===== src/rtl/next_pc_gen_pkg.sv =====
// Shared definitions for the next-PC generator: parameter defaults, FSM states
// and the control-priority select encoding.
package next_pc_gen_pkg;

    localparam int PC_W_DEF      = 8;
    localparam int RAS_DEPTH_DEF = 4;

    typedef enum logic [1:0] {
        ST_BOOT = 2'd0,
        ST_RUN  = 2'd1,
        ST_HALT = 2'd2
    } state_e;

    typedef enum logic [2:0] {
        SEL_ZERO,
        SEL_HOLD,
        SEL_HALT,
        SEL_RET,
        SEL_CALL,
        SEL_JUMP,
        SEL_BRANCH,
        SEL_SEQ
    } ctrl_sel_e;

    // Priority: Stall > Halt > Ret > Call > Jump > taken branch > sequential.
    function automatic ctrl_sel_e select_ctrl(
        input state_e st,
        input logic   stall,
        input logic   halt,
        input logic   ret,
        input logic   call,
        input logic   jump,
        input logic   br_taken
    );
        ctrl_sel_e sel;
        if (st == ST_BOOT)                   sel = SEL_ZERO;
        else if (st == ST_HALT || stall)     sel = SEL_HOLD;
        else if (halt)                       sel = SEL_HALT;
        else if (ret)                        sel = SEL_RET;
        else if (call)                       sel = SEL_CALL;
        else if (jump)                       sel = SEL_JUMP;
        else if (br_taken)                   sel = SEL_BRANCH;
        else                                 sel = SEL_SEQ;
        return sel;
    endfunction

endpackage


===== src/rtl/next_pc_gen_if.sv =====
// Control/PC bundle between the fetch stage and the next-PC generator.
interface next_pc_gen_if
    import next_pc_gen_pkg::*;
#(
    parameter int PC_W      = PC_W_DEF,
    parameter int RAS_DEPTH = RAS_DEPTH_DEF
) ();

    localparam int DEPTH_W = $clog2(RAS_DEPTH) + 1;

    logic [PC_W-1:0]    PCin;
    logic               Stall;
    logic               Branch;
    logic               BranchTaken;
    logic [PC_W-1:0]    BranchOff;
    logic               Jump;
    logic               Call;
    logic [PC_W-1:0]    JumpAddr;
    logic               Ret;
    logic               Halt;
    logic [PC_W-1:0]    NewPC;
    logic               Halted;
    logic               StackErr;
    logic [DEPTH_W-1:0] StackDepth;

    modport master (
        output PCin, Stall, Branch, BranchTaken, BranchOff,
               Jump, Call, JumpAddr, Ret, Halt,
        input  NewPC, Halted, StackErr, StackDepth
    );

    modport slave (
        input  PCin, Stall, Branch, BranchTaken, BranchOff,
               Jump, Call, JumpAddr, Ret, Halt,
        output NewPC, Halted, StackErr, StackDepth
    );

endinterface


===== src/rtl/next_pc_gen_ras.sv =====
// Circular return-address stack; a push when full overwrites the oldest entry.
// RAS_DEPTH must be a power of two, at least 2.
module npc_ras
    import next_pc_gen_pkg::*;
#(
    parameter int PC_W      = PC_W_DEF,
    parameter int RAS_DEPTH = RAS_DEPTH_DEF
) (
    input  logic                         clk_i,
    input  logic                         rst_i,
    input  logic                         push_i,
    input  logic                         pop_i,
    input  logic [PC_W-1:0]              push_data_i,
    output logic [PC_W-1:0]              top_o,
    output logic [$clog2(RAS_DEPTH):0]   depth_o,
    output logic                         err_o
);

    localparam int PTR_W   = $clog2(RAS_DEPTH);
    localparam int DEPTH_W = PTR_W + 1;

    logic [PC_W-1:0]    mem_q [RAS_DEPTH];
    logic [PTR_W-1:0]   wr_ptr_q;
    logic [PTR_W-1:0]   rd_ptr;
    logic [DEPTH_W-1:0] depth_q;
    logic               err_q;
    logic               full;
    logic               empty;

    // When full the write pointer already sits on the oldest entry.
    assign rd_ptr = wr_ptr_q - PTR_W'(1);
    assign full   = (depth_q == DEPTH_W'(RAS_DEPTH));
    assign empty  = (depth_q == '0);

    always_ff @(posedge clk_i) begin
        if (rst_i) begin
            mem_q    <= '{default: '0};
            wr_ptr_q <= '0;
            depth_q  <= '0;
            err_q    <= 1'b0;
        end else if (push_i) begin
            mem_q[wr_ptr_q] <= push_data_i;
            wr_ptr_q        <= wr_ptr_q + PTR_W'(1);
            if (full) err_q   <= 1'b1;
            else      depth_q <= depth_q + DEPTH_W'(1);
        end else if (pop_i) begin
            if (empty) begin
                err_q <= 1'b1;
            end else begin
                wr_ptr_q <= rd_ptr;
                depth_q  <= depth_q - DEPTH_W'(1);
            end
        end
    end

    assign top_o   = mem_q[rd_ptr];
    assign depth_o = depth_q;
    assign err_o   = err_q;

endmodule


===== src/rtl/next_pc_gen.sv =====
// Next-PC generator with BOOT/RUN/HALT control FSM.
// Define NPC_RAS_EN to include the return-address stack (npc_ras).
module next_pc_gen
    import next_pc_gen_pkg::*;
#(
    parameter int PC_W      = PC_W_DEF,
    parameter int RAS_DEPTH = RAS_DEPTH_DEF
) (
    input  logic          CLK,
    input  logic          RST,
    next_pc_gen_if.slave  bus
);

    localparam int DEPTH_W = $clog2(RAS_DEPTH) + 1;

    state_e             state_q;
    logic               halted_q;
    ctrl_sel_e          sel;
    logic [PC_W-1:0]    pc_inc;
    logic [PC_W-1:0]    pc_br;
    logic [PC_W-1:0]    new_pc;
    logic [PC_W-1:0]    ras_top;
    logic [DEPTH_W-1:0] ras_depth;
    logic               ras_err;

    assign sel    = select_ctrl(state_q, bus.Stall, bus.Halt, bus.Ret, bus.Call,
                                bus.Jump, bus.Branch & bus.BranchTaken);
    assign pc_inc = bus.PCin + PC_W'(1);
    assign pc_br  = pc_inc + bus.BranchOff;

`ifdef NPC_RAS_EN
    logic ras_push;
    logic ras_pop;

    assign ras_push = (sel == SEL_CALL);
    assign ras_pop  = (sel == SEL_RET);

    npc_ras #(
        .PC_W      (PC_W),
        .RAS_DEPTH (RAS_DEPTH)
    ) u_ras (
        .clk_i       (CLK),
        .rst_i       (RST),
        .push_i      (ras_push),
        .pop_i       (ras_pop),
        .push_data_i (pc_inc),
        .top_o       (ras_top),
        .depth_o     (ras_depth),
        .err_o       (ras_err)
    );
`else
    assign ras_top   = '0;
    assign ras_depth = '0;
    assign ras_err   = 1'b0;
`endif

    // Without the stack the depth is always zero, so Ret falls to PCin+1.
    always_comb begin
        new_pc = pc_inc;
        case (sel)
            SEL_ZERO:           new_pc = '0;
            SEL_HOLD, SEL_HALT: new_pc = bus.PCin;
            SEL_RET:            new_pc = (ras_depth != '0) ? ras_top : pc_inc;
            SEL_CALL, SEL_JUMP: new_pc = bus.JumpAddr;
            SEL_BRANCH:         new_pc = pc_br;
            default:            new_pc = pc_inc;
        endcase
    end

    always_ff @(posedge CLK) begin
        if (RST) begin
            state_q  <= ST_BOOT;
            halted_q <= 1'b0;
        end else begin
            case (state_q)
                ST_BOOT: state_q <= ST_RUN;
                ST_RUN: begin
                    if (sel == SEL_HALT) begin
                        state_q  <= ST_HALT;
                        halted_q <= 1'b1;
                    end
                end
                ST_HALT: ;
                default: begin
                    state_q  <= ST_BOOT;
                    halted_q <= 1'b0;
                end
            endcase
        end
    end

    assign bus.NewPC      = new_pc;
    assign bus.Halted     = halted_q;
    assign bus.StackErr   = ras_err;
    assign bus.StackDepth = ras_depth;

endmodule


===== src/flat_wrapper.sv =====
// flat-port wrapper written by rule: the top's interface ports become plain ports
module next_pc_gen_flat import next_pc_gen_pkg::*;
#(
    parameter int PC_W      = PC_W_DEF,
    parameter int RAS_DEPTH = RAS_DEPTH_DEF
)
  (CLK, RST, bus_PCin, bus_Stall, bus_Branch, bus_BranchTaken, bus_BranchOff, bus_Jump, bus_Call, bus_JumpAddr, bus_Ret, bus_Halt, bus_NewPC, bus_Halted, bus_StackErr, bus_StackDepth);
  next_pc_gen_if #(.PC_W(PC_W), .RAS_DEPTH(RAS_DEPTH)) bus_i ();
  input  logic CLK;
  input  logic RST;
  input wire logic [$bits(bus_i.PCin)-1:0] bus_PCin;
  input wire logic [$bits(bus_i.Stall)-1:0] bus_Stall;
  input wire logic [$bits(bus_i.Branch)-1:0] bus_Branch;
  input wire logic [$bits(bus_i.BranchTaken)-1:0] bus_BranchTaken;
  input wire logic [$bits(bus_i.BranchOff)-1:0] bus_BranchOff;
  input wire logic [$bits(bus_i.Jump)-1:0] bus_Jump;
  input wire logic [$bits(bus_i.Call)-1:0] bus_Call;
  input wire logic [$bits(bus_i.JumpAddr)-1:0] bus_JumpAddr;
  input wire logic [$bits(bus_i.Ret)-1:0] bus_Ret;
  input wire logic [$bits(bus_i.Halt)-1:0] bus_Halt;
  output wire logic [$bits(bus_i.NewPC)-1:0] bus_NewPC;
  output wire logic [$bits(bus_i.Halted)-1:0] bus_Halted;
  output wire logic [$bits(bus_i.StackErr)-1:0] bus_StackErr;
  output wire logic [$bits(bus_i.StackDepth)-1:0] bus_StackDepth;
  assign bus_i.PCin = bus_PCin;
  assign bus_i.Stall = bus_Stall;
  assign bus_i.Branch = bus_Branch;
  assign bus_i.BranchTaken = bus_BranchTaken;
  assign bus_i.BranchOff = bus_BranchOff;
  assign bus_i.Jump = bus_Jump;
  assign bus_i.Call = bus_Call;
  assign bus_i.JumpAddr = bus_JumpAddr;
  assign bus_i.Ret = bus_Ret;
  assign bus_i.Halt = bus_Halt;
  assign bus_NewPC = bus_i.NewPC;
  assign bus_Halted = bus_i.Halted;
  assign bus_StackErr = bus_i.StackErr;
  assign bus_StackDepth = bus_i.StackDepth;
  next_pc_gen #(.PC_W(PC_W), .RAS_DEPTH(RAS_DEPTH)) u_core (.CLK(CLK), .RST(RST), .bus(bus_i));
endmodule

===== config.mk =====
export PLATFORM = sky130hd
export DESIGN_NAME = next_pc_gen_flat
export DESIGN_NICKNAME = d
export VERILOG_FILES = /design/src/rtl/next_pc_gen_pkg.sv /design/src/rtl/next_pc_gen_if.sv /design/src/rtl/next_pc_gen_ras.sv /design/src/rtl/next_pc_gen.sv /design/src/flat_wrapper.sv
export SDC_FILE = /design/constraint.sdc
export NUM_CORES = 1
export LEC_CHECK = 0
export ABC_AREA = 1
export CAP_MARGIN = 0
export CORE_MARGIN = 4
export CORE_UTILIZATION = 46
export CTS_BUF_LIST = sky130_fd_sc_hd__clkbuf_2
export CTS_CLUSTER_DIAMETER = 30
export DETAILED_ROUTE_END_ITERATION = 7
export GPL_TIMING_DRIVEN = 0
export HOLD_SLACK_MARGIN = 0.1
export PLACE_DENSITY = 0.95
export SETUP_SLACK_MARGIN = 0.1
export SLEW_MARGIN = 20
export SYNTH_ARGS = -nofsm -noshare
export SYNTH_HDL_FRONTEND = slang
export SYNTH_SLANG_ARGS = --single-unit
export TNS_END_PERCENT = 100

===== constraint.sdc =====
create_clock -name CLK -period 6.6 [get_ports CLK]
set_input_delay 0.99 -clock CLK [delete_from_list [all_inputs] [get_ports CLK]]
set_output_delay 0.99 -clock CLK [all_outputs]
set_load 0.02 [all_outputs]

=== Word-level counts from Yosys, hierarchy flattened ===
Cells that the tools add are included.

* Bitwise logic cells: 3
* Eq/ne operators: 8
* Reductions and logical operators: 8
* $add $sub $neg: 2
* Muxes and demuxes: 12

{| class="wikitable"
|+ Operators with widths
! operator !! number
|-
| $pmux W8 S4 || 1
|-
| $mux W3 || 6
|-
| $eq A3 B3 Y1 const B || 3
|-
| $add A8 B1 Y8 const B || 1
|-
| $add A8 B8 Y8 || 1
|-
| $pmux W2 S3 || 1
|-
| $reduce_or A2 Y1 || 3
|-
| $reduce_and A2 Y1 || 2
|-
| $eq A3 B1 Y1 const B || 1
|-
| $eq A3 B2 Y1 const B || 1
|-
| $logic_not A3 Y1 || 1
|-
| $eq A2 B1 Y1 const B || 1
|-
| $eq A2 B2 Y1 const B || 1
|-
| $logic_not A2 Y1 || 1
|-
| $mux W1 || 2
|-
| $mux W2 || 1
|-
| $ne A2 B1 Y1 const B || 1
|-
| $not A1 Y1 || 2
|-
| $pmux W1 S2 || 1
|-
| $and A1 B1 Y1 || 1
|-
| $logic_or A1 B1 Y1 || 1
|}

* Logic and storage cells: 35
* Input port bits: 33
* Output and inout bits: 13
* Bits in registers: 3

=== Logic depth before layout (Yosys ltp) ===
Gate-level depths: netlist (run 1).

* Depth in word-level cells: 11
* Depth in mapped cells: 17
* Depth with buffers taken out: 17

=== Worst setup path before layout (run 1) ===
OpenSTA, ideal clock, no wires.

* Path type: in2out
* From: input bus_PCin[0]
* To: output bus_NewPC[6]
* Path slack: 2,958 ps
* Required time: 5,610 ps
* Stages: 14
* Data arrival time: 2,652 ps
* Path buffers: 0
* Path through: ha_1 -> nand2_1 -> inv_1 -> nand2_1 -> xor2_1 -> inv_1 -> ha_1 -> nand2_1 -> inv_1 -> nand2_1 -> nand3_1 -> or2_2 -> nand3_1 -> nand4_1

* Cells in the longest elaborated chain, start to end: 3

{| class="wikitable"
|+ Ends and longest elaborated chain
! what !! RTL line !! text
|-
| start, declared || flat_wrapper.sv:11 || <nowiki>input wire logic [$bits(bus_i.PCin)-1:0] bus_PCin;</nowiki>
|-
| $add A8 B1 Y8 * || next_pc_gen.sv:28 || <nowiki>assign pc_inc = bus.PCin + PC_W'(1);</nowiki>
|-
| $add A8 B8 Y8 || next_pc_gen.sv:29 || <nowiki>assign pc_br = pc_inc + bus.BranchOff;</nowiki>
|-
| $pmux W8 S4 * || next_pc_gen.sv:60 || <nowiki>case (sel)</nowiki>
|-
| end, declared || flat_wrapper.sv:21 || <nowiki>output wire logic [$bits(bus_i.NewPC)-1:0] bus_NewPC;</nowiki>
|}

Mark *: on every way between the ends. The rest lies on a longest branch, timed or not.

=== Worst setup path after layout (run 1) ===
* From: input bus_PCin[1]
* To: output bus_NewPC[6]

The elaborated chain is that of the path after synthesis.

==> results.txt, run 1 <==
The run finished with clean final reports. In this run the horizontal extent of the chip is 54.2 µm. The floorplan die height came out at 54.2 µm.

The total of warnings raised by yosys came out at 0. The number of antenna diodes in the final layout is 0. The fraction of layout cells with a size suffix above 1 is 12.1%. The number of antenna violations at the first check in global routing was 0.

After legalization and detailed placement, the total HPWL measured 2.59 mm. The number of nets with antenna violations after detailed routing came out at 0. Ranked by total cell area, the synthesized netlist is headed by sky130_fd_sc_hd__nand2_1, sky130_fd_sc_hd__ha_1, sky130_fd_sc_hd__inv_1, sky130_fd_sc_hd__nand3_1, sky130_fd_sc_hd__nand4_1. IR analysis of the VDD net gives a maximum drop of 60.8 µV. The standard cell core area is 2000 µm². The clock slew at the register clock pins of the worst setup and hold paths came out at 50 ps. The startpoint of the tightest hold check path is u_core.bus.Halted.

Gates resized during post-CTS repair numbered 0. The synthesized design contains 0 enable-type register cells. The count of input and output buffers is 41. For this run, design rule violations remaining after detail routing come to 0. The share of flip-flops with an asynchronous set or reset after synthesis came out at 0%.

A synthesized cell averages 5.92 µm². The global routing usage on met1 is 22.4%. The post-synthesis sequential element count is 3. Post-CTS timing repair inserted 0 buffers for setup. The floorplan die area came out at 2940 µm².

The effective utilization at floorplan came out at 49.1%. Summed over all layers, the routed wires come to 3.09 mm. The number of rows in the core area is 16. After global routing the overflow that remains totals 0.

The routed via count is 1261. The total routing usage reported by global routing is 21.2%. The total area of multi-input combinational cells is 813 µm². The largest net degree at the start of global routing is 9. met2 is the most crowded layer. The number of ports placed on the die boundary came out at 46. The global routing usage on met2 is 41.4%. The final-stage net count came out at 258. STA puts the critical path data arrival time at 3820 ps. The clock passes through at most 2 buffers. The length of the first detailed-routing pass in iterations is 5. The setup clock skew after layout is 4.17 ps. STA classifies the critical path startpoint as an input port. The part of the cycle the worst path needs came out at 72.9%. The area of the mapped netlist came out at 982 µm².

The via count of the first global-routing pass is 1144. The number of maximum-capacitance constraint violations is 0. The final number of hold-violating endpoints came out at 0. The areal power density over the cells came out at 120 nW/µm². The cell count after synthesis is 166. The DRC violation total after the first TritonRoute iteration is 38. The critical path required time is 5610 ps. The clock insertion delay at the later pin of the skew report came out at 220 ps. The worst setup path is of the input port to primary output kind. In this run the worst setup path begins at bus_PCin[1]. The TritonCTS clock tree is built. The tree built by TritonCTS fans out to 3 sinks. Among all flip-flop cells after synthesis, the most frequent one is sky130_fd_sc_hd__dfxtp_1.

After detailed routing, the average wire length per cell comes to 12.8 µm. The final total power came out at 0.175 mW. The number of clock buffers added by TritonCTS is 3. Of the post-synthesis cell area, the dominant cell type holds 21.4%. Leaving out fill and tap cells, the most frequent cell in the layout is sky130_fd_sc_hd__nand2_1. Setup repair after global routing left no endpoint under its margin. The weighted congestion at the end of routability-driven global placement is 0.910.

The number of inserted filler cells in the final layout came out at 168. The number of buffers inserted by hold repair at cts came out at 0. The area added between synthesis and finish is 48.4%. The largest total area in the synthesized netlist belongs to sky130_fd_sc_hd__nand2_1.

The met3 layer usage reported by global route is 2.45%. In this run the number of H-tree levels came out at 1. The number of pins with negative max-slew slack in the final report came out at 0.

The count of cell types in the netlist is 27. The first-pass GRT wire length is 4.57 mm. The worst path in the final design needs a cycle of 4810 ps, including I/O delays and setup. The peak fanout along the critical path came out at 4. The launch point of the worst reg-to-reg path is u_core.state_q[1]. In the final timing run, aggregate negative setup slack is 0 ps.

The leakage power figure came out at 0.700 nW. The share of the Yosys chip area taken by registers is 6.11%. Leaving out fill and tap cells, the most frequent cells in the layout are sky130_fd_sc_hd__nand2_1, sky130_fd_sc_hd__clkdlybuf4s50_1, sky130_fd_sc_hd__inv_1. The worst hold path belongs to the class register to register.

The maximum clock frequency is 0.208 GHz. The cell sitting at the root of the clock tree is a sky130_fd_sc_hd__clkbuf_2. The endpoint kind of the worst setup timing path is a primary output. The total of endpoints with negative setup slack in the final report is 0. The mean number of vias per cell came out at 5.23.

The sequential cells in the finished layout cover a total of 60.1 µm².
-- critical path, cell delays in order --
cell	delay (ps)
sky130_fd_sc_hd__clkdlybuf4s50_1	530
sky130_fd_sc_hd__ha_1	190
sky130_fd_sc_hd__nand2_1	50
sky130_fd_sc_hd__inv_1	90
sky130_fd_sc_hd__nand2_1	80
sky130_fd_sc_hd__xor2_1	180
sky130_fd_sc_hd__inv_1	100
sky130_fd_sc_hd__ha_1	330
sky130_fd_sc_hd__nand2_1	70
sky130_fd_sc_hd__inv_1	50
sky130_fd_sc_hd__nand2_1	60
sky130_fd_sc_hd__nand3_1	90
sky130_fd_sc_hd__or2_2	290
sky130_fd_sc_hd__nand3_1	90
sky130_fd_sc_hd__nand4_1	80
sky130_fd_sc_hd__clkdlybuf4s50_1	550
-- synth_stat cells (all sizes together) (2+ instances only) --
| cell | number |
|---|---|
| xor2 | 3 |
| o21a | 2 |
| xnor2 | 3 |
| dfxtp | 3 |
| buf | 4 |
| nand4 | 12 |
| inv | 24 |
| nand3b | 2 |
| ha | 9 |
| nand2 | 61 |
| a21oi | 6 |
| nor2 | 12 |
| nand3 | 19 |
-- stage by stage --
stage	worst slack (ps)	std cells	instance area [µm²]	hold slack, ps	utilization, %
2_1_floorplan	2960	169	993	515	-
3_3_place_gp	1890	237	1440	438	71.8
3_5_place_dp	1830	237	1440	482	71.8
4_1_cts	1820	241	1460	490	72.8
5_1_grt	1580	241	1460	513	72.8
6_report	1790	241	1460	491	72.8
-- path summary, 6_finish.rpt --
check | depth (start not counted) | to | slack, ps
min reg2reg | 2 | u_core.bus.Halted | 490
max reg2reg | 7 | u_core.state_q[0] | 5370
min | 2 | u_core.bus.Halted | 490
max | 16 | bus_NewPC[6] | 1790
-- layer usage --
layer,part of all wire [%],wire length (µm)
met1,39,1190
met2,52,1620
met3,7.9,245
met4,0.87,27
met5,0,0
-- logic make-up (layout without fill, tap and decap cells) --
| group | Yosys count | count (layout) | synth area share, % |
|---|---|---|---|
| simple gates | 108 | 108 | 55.4 |
| buf+inv | 28 | 73 | 12.2 |
| flops | 3 | 3 | 6.11 |
| other cells | 1 | 4 | 0.382 |
| xor+xnor | 6 | 6 | 5.35 |
| compound gates | 10 | 10 | 7.01 |
| fa+ha+maj | 10 | 10 | 13.5 |
-- flip-flops by register name (all words and copies together), names as in the netlist --
register,cells
u_core.bus.Halted,1
u_core.state_q,2
-- layout make-up --
class / count / share of cell area (%)
Tap cell: 27 / 2.32
Multi-Input combinational cell: 138 / 55.8
Inverter: 24 / 6.18
Clock buffer: 4 / 1.37
Timing Repair Buffer: 41 / 28.2
Buffer: 4 / 2.06
Sequential cell: 3 / 4.12
-- where the power goes --
part | leakage (nW) | switching, mW | internal, mW
Sequential | 0.0247 | 0.00112 | 0.0199
Combinational | 0.659 | 0.0686 | 0.0578
Clock | 0.0166 | 0.0119 | 0.0160
Power figures use the tool's default switching activity.
==> run 2, diff against run 1 <==
--- a/config.mk
+++ b/config.mk
@@ -8,13 +8,13 @@
 export ABC_AREA = 1
 export CAP_MARGIN = 0
 export CORE_MARGIN = 4
-export CORE_UTILIZATION = 46
+export CORE_UTILIZATION = 38
 export CTS_BUF_LIST = sky130_fd_sc_hd__clkbuf_2
 export CTS_CLUSTER_DIAMETER = 30
 export DETAILED_ROUTE_END_ITERATION = 7
 export GPL_TIMING_DRIVEN = 0
 export HOLD_SLACK_MARGIN = 0.1
-export PLACE_DENSITY = 0.95
+export PLACE_DENSITY = 0.87
 export SETUP_SLACK_MARGIN = 0.1
 export SLEW_MARGIN = 20
 export SYNTH_ARGS = -nofsm -noshare
==> constraint.sdc (replaced) <==
create_clock -name CLK -period 4.35 [get_ports CLK]
set_input_delay 0.6525 -clock CLK [delete_from_list [all_inputs] [get_ports CLK]]
set_output_delay 0.6525 -clock CLK [all_outputs]
set_load 0.02 [all_outputs]
==> results.txt, run 2 (synthesis gave the netlist of run 1 again) <==
The flow ran to the end, and the final reports show no timing, DRC or antenna violations. The floorplan die area came to 3460 µm² (+18%). The cell-internal power is 0.142 mW (+51%). The relative contribution of combinational cells to total power came out at 71.8% (-0.3 points). The total routing usage reported by global routing was 16.0% (-5.2 points). The areal power density over the cells is 177 nW/µm² (+47%). The critical path required time is 3700 ps (-1910 ps). The final HPWL from detailed placement is 2.26 mm (-12%).

The pre-CTS setup slack is 322 ps (-1510 ps). TritonCTS built the clock tree. The number of buffers on the longest clock path came out at 2 (unchanged). By startpoint and endpoint, the worst setup path is classified as input port to primary output. The area added between synthesis and finish came out at 49.3%. The standard cell core area came out at 2480 µm² (+24%).

The signal arrival time at the worst endpoint is 3330 ps (-490 ps). STA classifies the critical path endpoint as a primary output. The post-cts gate resize count came out at 0 (unchanged). The area used by sequential logic in the layout came out at 60.1 µm² (unchanged).

The count of buffers added by post-CTS timing repair for setup came out at 0 (unchanged). The total area of multi-input combinational cells was 813 µm² (unchanged). The remaining design rule violation count is 0 (unchanged). Setup repair after global routing left no endpoint under its margin. The setup clock skew after layout is 6.71 ps (+2.55 ps). The maximum clock frequency is 0.251 GHz. The number of nets with antenna violations after detailed routing was 0 (unchanged).

The number of ports placed on the die boundary is 46 (unchanged). The number of rows in the core area came out at 18 (+2). In the layout the commonest cells are sky130_fd_sc_hd__nand2_1, sky130_fd_sc_hd__clkdlybuf4s50_1, sky130_fd_sc_hd__inv_1. The clock net sink count is 3 (unchanged). The highest ir drop seen on vdd came out at 137 µV (+130%). The remaining global-route overflow came out at 0 (unchanged). Ranked by flip-flop count, first place goes to u_core.state_q.

The number of flip-flops under the largest register name is 2 (unchanged). Among all stages on the critical path, the largest delay is contributed by sky130_fd_sc_hd__clkdlybuf4s50_1. The antenna diode count is 0 (unchanged). Subtracting the final worst setup slack from the clock period gives 3980 ps.

The via count of the first global-routing pass is 1039 (-9.2%). The sequential share of power is 12.2% (+0.2 points). The number of buffers inserted by hold repair at cts was 0 (unchanged). The final total power is 0.259 mW (+48%).

The number of buffers created by CTS came to 3 (unchanged). The sum of routed wire length over all layers is 2.68 mm (-13%). The part of the cycle the worst path needs came out at 91.5%. The clock slew at the register clock pins of the worst setup and hold paths was 50 ps (about the same). The length of the first detailed-routing pass in iterations is 4 (-1). The number of maximum-capacitance constraint violations came to 0 (unchanged). The largest net degree at the start of global routing came to 9 (unchanged). STA classifies the critical path startpoint as an input port. The routed via count is 1139 (-9.7%). The fraction of layout cells with a size suffix above 1 is 12.1% (unchanged).

The leakage power figure came to 0.729 nW (+4.2%). The average routed wire per standard cell came out at 11.0 µm (-14%). The count of input and output buffers came to 41 (unchanged).

The clock insertion delay at the later pin of the skew report is 220 ps (about the same). The switching power is 0.117 mW (+44%). The floorplan die height was 58.8 µm (+8.5%). The portion of total power attributed to the clock network is 16.0% (about the same). The weighted congestion at the end of routability-driven global placement is 0.907 (-0.29%). The signal on the critical path passes through clkdlybuf4s50_1, ha_1, nand2_1, inv_1, nor2_1, ha_1, a21oi_1, nand2_1, xnor2_1, o21a_1, nand3_1, clkdlybuf4s50_1.

The number of antenna violations at the first check in global routing was 0 (unchanged). The peak fanout along the critical path came out at 6 (+2). The DRC violation total after the first TritonRoute iteration is 45 (+18%). The summed negative setup slack over all endpoints came out at 0 ps (unchanged). The cell sitting at the root of the clock tree is a sky130_fd_sc_hd__clkbuf_2. The post-route worst setup slack is 371 ps (-1420 ps). The stage delay of the slowest cell on the critical path is 620 ps (+70 ps). The mean number of vias per cell came out at 4.67 (-11%).

The total of endpoints with negative setup slack in the final report came out at 0 (unchanged). The final number of hold-violating endpoints is 0 (unchanged). The H-tree depth is 1 (unchanged). The first-pass GRT wire length is 4.35 mm (-5.0%). The switching power share of the total came out at 45.3% (-1.3 points). The effective utilization at floorplan came out at 39.6% (-9.4 points). The number of pins with negative max-slew slack in the final report came out at 0 (unchanged). The worst hold path belongs to the class register to register. The number of inserted filler cells in the final layout came out at 249 (+48%).

The final-stage net count is 258 (unchanged). The width of the die is 58.8 µm (+8.5%). Leaving out fill and tap cells, the most frequent cell in the layout is sky130_fd_sc_hd__nand2_1.
## run 2: changes by cell type in the layout (fill, tap and decap cells not counted), sizes merged
cell / change
clkdlybuf4s50: -2
dlymetal6s2s: +2
## run 2: final cells by class
| cell class | count | area share (%) |
|---|---|---|
| tap | 30 | 2.56 |
| buffer | 4 | 2.05 |
| clock buffer | 4 | 1.37 |
| multi-input combinational | 138 | 55.5 |
| inverter | 24 | 6.14 |
| timing repair buffer | 41 | 28.3 |
| sequential | 3 | 4.10 |
## run 2: routing by layer
metal,GRT usage [%],routed length (µm)
met5,0,0
met4,3.88,0
met2,28.4,1340
met3,2.63,164
met1,20.0,1180
## run 2: final timing paths
kind	depth (start not counted)	endpoint	slack, ps	startpoint
worst max-delay path	12	bus_NewPC[3]	370	bus_PCin[0]
worst min-delay path	2	u_core.bus.Halted	450	u_core.bus.Halted
worst max register to register	7	u_core.state_q[0]	3170	u_core.state_q[1]
worst min register to register	2	u_core.bus.Halted	450	u_core.bus.Halted
## run 2: power by group through the flow
stage	Sequential (mW)	Clock, mW	Combinational [mW]
detailed placement	0.0321	0	0.187
global placement	0.0319	0	0.183
CTS	0.0316	0.0431	0.187
floorplan	0.0328	0	0.112
global route	0.0319	0.0470	0.205
finish	0.0317	0.0414	0.186
## run 2: per-stage QoR
stage	instance area, µm²	hold WS, ps	utilization, %	instances
2_1_floorplan	993	515	-	169
3_3_place_gp	1440	439	58.2	240
3_5_place_dp	1440	451	58.2	240
4_1_cts	1460	459	59.0	244
5_1_grt	1470	489	59.2	244
6_report	1470	454	59.2	244
## run 2: worst max-delay path: cells and delay by family
family,cells,cell delay (ps)
AO/OA/AOI/OAI,2,400
XOR/XNOR,1,140
adder cells (fa/ha/maj),2,570
buffers and inverters,3,1150
AND/OR/NAND/NOR,4,410
==> run 3, diff against run 2 <==
--- a/config.mk
+++ b/config.mk
@@ -11,6 +11,7 @@
 export CORE_UTILIZATION = 38
 export CTS_BUF_LIST = sky130_fd_sc_hd__clkbuf_2
 export CTS_CLUSTER_DIAMETER = 30
+export CTS_CLUSTER_SIZE = 16
 export DETAILED_ROUTE_END_ITERATION = 7
 export GPL_TIMING_DRIVEN = 0
 export HOLD_SLACK_MARGIN = 0.1
==> results of run 3 <==
The final DEF is identical to that of run 2; final timing and power are the same.
